**src/rtl/arb4_rr_hold.sv**
```systemverilog
// Four-requester round-robin arbiter with a bounded grant hold time.
// A grant ends on done, on the owner dropping its request, or by forced revoke after MAX_HOLD cycles.
//   state | meaning
//   IDLE  | no grant; arbitrate req from ptr, or dead cycle after a grant ends
//   GRANT | one requester owns the resource; hold_cnt counts cycles held
module arb4_rr_hold #(
  parameter int MAX_HOLD = 15,
  parameter int CW       = 4
) (
  input  logic       CK,
  input  logic       rst,
  input  logic [3:0] req,
  input  logic       done,
  output logic [3:0] gnt,
  output logic [1:0] owner,
  output logic       busy,
  output logic       timeout
);

  typedef enum logic {IDLE, GRANT} state_t;

  localparam logic [CW-1:0] HOLD_LAST = CW'(MAX_HOLD - 1);

  state_t        state;
  logic [1:0]    ptr;
  logic [CW-1:0] hold_cnt;

  logic [1:0] pick_idx;
  logic [1:0] cand;
  logic       release_now;

  // Scan from the farthest candidate back to ptr so the nearest set bit wins.
  always_comb begin
    pick_idx = ptr;
    cand     = ptr;
    for (int k = 3; k >= 0; k--) begin
      cand = ptr + 2'(k);
      if (req[cand]) pick_idx = cand;
    end
  end

  assign release_now = done | ~req[owner];

  always_ff @(posedge CK) begin
    if (rst) begin
      state    <= IDLE;
      gnt      <= 4'b0000;
      owner    <= 2'd0;
      busy     <= 1'b0;
      timeout  <= 1'b0;
      ptr      <= 2'd0;
      hold_cnt <= '0;
    end else begin
      case (state)
        IDLE: begin
          timeout <= 1'b0;
          if (req != 4'b0000) begin
            state    <= GRANT;
            gnt      <= 4'b0001 << pick_idx;
            owner    <= pick_idx;
            busy     <= 1'b1;
            hold_cnt <= '0;
          end else begin
            gnt  <= 4'b0000;
            busy <= 1'b0;
          end
        end
        GRANT: begin
          if (release_now || hold_cnt == HOLD_LAST) begin
            // A release in the final hold cycle takes priority over the revoke.
            state   <= IDLE;
            gnt     <= 4'b0000;
            busy    <= 1'b0;
            timeout <= ~release_now;
            ptr     <= owner + 2'd1;
          end else begin
            hold_cnt <= hold_cnt + 1'b1;
          end
        end
        default: begin
          state <= IDLE;
          gnt   <= 4'b0000;
          busy  <= 1'b0;
        end
      endcase
    end
  end

endmodule

```
**config.mk**
```make
export PLATFORM = sky130hd
export DESIGN_NAME = arb4_rr_hold
export DESIGN_NICKNAME = d
export VERILOG_FILES = /design/src/rtl/arb4_rr_hold.sv
export SDC_FILE = /design/constraint.sdc
export NUM_CORES = 1
export LEC_CHECK = 0
export BUFFER_PORTS_ARGS = -buffer_cell sky130_fd_sc_hd__buf_2
export CAP_MARGIN = 25
export CORE_MARGIN = 2
export CORE_UTILIZATION = 50
export DETAILED_ROUTE_END_ITERATION = 7
export GPL_TIMING_DRIVEN = 0
export HOLD_SLACK_MARGIN = 0.08
export PLACE_DENSITY = 0.74
export SYNTH_ARGS = -nofsm -noshare
export SYNTH_HDL_FRONTEND = slang
export SYNTH_SLANG_ARGS = --single-unit
```
**constraint.sdc**
```tcl
create_clock -name CK -period 3.27 [get_ports CK]
set_input_delay 0.327 -clock CK [delete_from_list [all_inputs] [get_ports CK]]
set_output_delay 0.327 -clock CK [all_outputs]
set_load 0.01 [all_outputs]
```
---- After elaboration in Yosys (flattened, before gate mapping) ----
Cells that the tools add are included.
storage, ports and cells
  flip-flop bits (word level) ............. 15
  input bits .............................. 7
  output and inout port bits .............. 8
  logic and storage cells ................. 58
cells by class
  $add $sub $neg .......................... 5
  $lt $le $gt $ge ......................... 5
  eq/ne operators ......................... 4
  shifts and indexed selects .............. 1
  muxes and demuxes ....................... 27
  bitwise gates (word level) .............. 4
  reductions and logical operators ........ 5
operators with widths
  operator                                                    number
  2-to-1 mux 4 bit                                            4
  one-hot mux 4 bit (2 select lines)                          2
  less-than comparator 2 x 3 -> 1 bit, second input constant  5
  binary-select mux 1 bit (select 2 bit)                      5
  2-to-1 mux 1 bit                                            9
  2-to-1 mux 2 bit                                            4
  one-hot mux 1 bit (2 select lines)                          3
  AND reduction 2 bit                                         3
  adder 2 x 1 -> 2 bit, second input constant                 2
  adder 2 bit, second input constant                          2
  adder 4 x 1 -> 4 bit, second input constant                 1
  == test 4 bit, second input constant                        1
  inequality test 2 bit, second input constant                2
  nonzero test 4 bit                                          1
  left shift 1 x 2 -> 4 bit, first input constant             1
  NOT 1 bit                                                   3
  inequality test 2 x 1 -> 1 bit, second input constant       1
  logical OR 1 bit                                            1
  bitwise OR 1 bit                                            1

---- Depth between registers and ports, before layout ----
  depth in word-level cells ............... 10
  mapped depth ............................ 8

---- Least setup slack after synthesis ----
OpenSTA, ideal clock, no wires.
  path type ............................... register to register
  start point ............................. reg owner[0]
  end point ............................... reg hold_cnt[1]
  arrival ................................. 1.659 ns
  required time ........................... 3.207 ns
  path slack .............................. 1.548 ns
  cell stages (with the launch flop) ...... 6
  period minus slack after synthesis ...... 1.722 ns
  path through ............................ dfxtp_1 -> mux4_2 -> and4_4 -> buf_6 -> mux2_4 -> nor2_2
on the way
  word-level cells in the longest chain between the ends .. 7
RTL lines
  item                                    RTL line  text
  start, declared                         15        output logic [1:0] owner,
  start signal, assigned                  60        owner <= pick_idx;
  binary-select mux 1 bit (select 2 bit)  42        assign release_now = done | ~req[owner];
  2-to-1 mux 1 bit (implied by the code)  42
  NOT 1 bit                               42
  bitwise OR 1 bit                        42
  logical OR 1 bit                        69        if (release_now || hold_cnt == HOLD_LAST) begin
  inequality test 2 bit (no source line)  --
  AND reduction 2 bit (no source line)    --
  end signal, assigned                    77        hold_cnt <= hold_cnt + 1'b1;
  end, declared                           26        logic [CW-1:0] hold_cnt;
No other way between the ends. The select of a mux whose other input is x is not followed.
A chain may end at the register's enable or synchronous reset.

---- Worst setup path after layout ----
Same ends and word-level chain as after synthesis.

==> flow_metrics.env <==
export IMPL_synth_edf_count=0
export IMPL_hold_path_class="in -> reg"
export IMPL_drive_above_1_share=0.230
export IMPL_syn_num_nets=91
export IMPL_num_antenna_cells=0
export IMPL_fillers=134
export IMPL_yosys_cell_types_count=31
export IMPL_clkTransAtPathRegs_ns=0.09
export IMPL_setup_viol=0
export IMPL_synth_top_cell_area_share=0.414
export IMPL_die_h_um=42.1
export IMPL_yosysWarnings=0
export IMPL_r2r_cells=5
export IMPL_ir_drop_uv=281
export IMPL_clock_skew_ns=0.00599
export IMPL_relSlewSlack=0.417
export IMPL_drv_slew=0
export IMPL_hold_violations=0
export IMPL_syn_inst=82
export IMPL_drc=0
export IMPL_fin_area_um2=842
export IMPL_gp_congestion=0.778
export IMPL_synthTopCellsByArea="dfxtp_1, nor2_1, a21oi_1, ha_1, nor3_1"
export IMPL_post_dp_hpwl_mm=1.14
export IMPL_cts_sinks=15
export IMPL_routedWlPerCell_um=13.0
export IMPL_grt_overflow_total=0
export IMPL_rsz0062_at_grt="no"
export IMPL_path_class="reg -> reg"
export IMPL_cp_required_ns=3.50
export IMPL_post_cts_buffers=0
export IMPL_drt_wl_total_mm=1.50
export IMPL_row_count=13
export IMPL_area_growth_pct=16.0
export IMPL_fp_dieArea_um2=1770
export IMPL_ys_dominant_reg_cell="dfxtp_1"
export IMPL_io_buffers=14
export IMPL_status="completed"
export IMPL_seq_area_frac_synth=0.414
export IMPL_cp_start_kind="register"
export IMPL_avgSynthCellArea_um2=8.85
export IMPL_synth_async_sr_flop_share=0
export IMPL_h_tree_depth=1
export IMPL_start_util=0.544
export IMPL_avgViaCountPerCell=5.52
export IMPL_worst_endpoint_arrival_ns=1.98
export IMPL_clk_path_buf_depth=2
export IMPL_ioPinCount=15
export IMPL_core_area_um2=1330
export IMPL_finalSetupTns_ns=0
export IMPL_powerDensity_nw_per_um2=454
export IMPL_p_leak_nw=0.356
export IMPL_period_needed_ns=1.76
export IMPL_cts_root_buf="clkbuf_4"
export IMPL_finalCritPeriodShare=0.537
export IMPL_cts_tree="done"
export IMPL_ctsHoldBuffers=0
export IMPL_cts_inserted_buffers=3
export IMPL_grt_pass1_vias=586
export IMPL_place_area_um2=815
export IMPL_cts_resized_gates=0
export IMPL_grt_start_max_net_pins=11
export IMPL_track_usage=0.185
export IMPL_firstDrtPassIters=4
export IMPL_vias=635
export IMPL_ys_ff_latch=15
export IMPL_worstMarginPinSlew_ns=0.863
export IMPL_nNetsFinal=110
export IMPL_antenna_found_initial=0
export IMPL_ant_nets=0
export IMPL_clock_latency_ns=0.29
export IMPL_dieWidth_um=42.1
export IMPL_drt_iter0_markers=3
export IMPL_max_freq_mhz=570
export IMPL_worstHoldPathCells=2
export IMPL_netlist_area_um2=726
export IMPL_maxCapViolations=0
export IMPL_grt_pass1_wl_mm=2.62
export IMPL_cp_end_kind="register"
export IMPL_final_core_util=0.631
export IMPL_synth_area_leader_cell="dfxtp_1"
export IMPL_path_max_fanout=10
## cell usage in the layout, fill, tap and decap left out, types with 2 or more instances in the layout
cell type / n
dfxtp_1: 15
buf_2: 14
nor2_1: 10
a21oi_1: 7
nand2_1: 6
nor3_1: 5
o21ai_0: 4
inv_1: 3
nor2b_1: 3
clkbuf_4: 3
nand3_1: 2
a31oi_1: 2
a211oi_1: 2
xor2_1: 2
nand3b_1: 2
ha_1: 2
## layer usage
metal  vias up  share of wire  GRT usage
met3         2          0.036     0.0302
met5         -              0          0
li1        331              -          -
met2        12           0.48      0.322
met1       290           0.47      0.241
met4         0         0.0094     0.0375
## where the power goes
| group | total [mW] | switching, mW | leakage (nW) | internal (mW) |
|---|---|---|---|---|
| sequential | 0.205 | 0.0111 | 0.123 | 0.194 |
| combinational | 0.0711 | 0.0389 | 0.216 | 0.0322 |
| clock | 0.106 | 0.0608 | 0.0177 | 0.0455 |
## area by class of cell
| class | instances | area (um2) | area share |
|---|---|---|---|
| repair buffers | 14 | 70.1 | 0.0832 |
| inverters | 3 | 11.3 | 0.0134 |
| clock buffers | 3 | 22.5 | 0.0267 |
| flip-flops and latches | 15 | 300 | 0.357 |
| clock inverters | 1 | 5.00 | 0.00594 |
| multi-input cells | 62 | 399 | 0.474 |
| well taps | 15 | 18.8 | 0.0223 |
| plain buffers | 2 | 15.0 | 0.0178 |
## path summary, 6_finish.rpt
check	from	endpoint	slack (ns)
min	rst	timeout	0.28
max reg2reg	owner[0]	hold_cnt[1]	1.51
max	owner[0]	hold_cnt[1]	1.51
min reg2reg	gnt[0]	gnt[0]	0.45
## per-stage QoR
stage | worst slack, ns | total power [mW] | std cells | hold WS [ns]
floorplan | 1.55 | 0.256 | 82 | 0.400
global placement | 1.50 | 0.277 | 111 | 0.437
detailed placement | 1.43 | 0.281 | 111 | 0.443
CTS | 1.50 | 0.384 | 115 | 0.280
global route | 1.38 | 0.399 | 115 | 0.290
finish | 1.51 | 0.383 | 115 | 0.277
## Yosys cell counts, drive strengths merged (2+ instances only)
| cell | instances |
|---|---|
| dfxtp | 15 |
| ha | 2 |
| a31oi | 2 |
| a21oi | 7 |
| nor3 | 5 |
| nor2 | 11 |
| xor2 | 2 |
| nor2b | 3 |
| nand3 | 2 |
| inv | 3 |
| nand3b | 2 |
| o21ai | 4 |
| a211oi | 2 |
| nand2 | 6 |
## flip-flops by register name (all words and copies together) (netlist names)
signal / flops
busy: 1
gnt: 4
hold_cnt: 4
owner: 2
ptr: 2
state: 1
timeout: 1
## worst max-delay path: stages, from the launching register on
cell and delay, ns:
dfxtp_1 0.43, mux4_2 0.56, and4_4 0.21, buf_6 0.14
mux2_4 0.29, nor2_2 0.07
## logic make-up after synthesis
family,Yosys count,synth area share
AND/OR/NAND/NOR,35,0.252
AO/OA/AOI/OAI,19,0.162
flip-flops,15,0.414
buffers and inverters,5,0.0362
XOR/XNOR,3,0.0362
multiplexers,3,0.0655
adder cells (fa/ha/maj),2,0.0345
No activity file was read; power rests on OpenSTA's default activity.
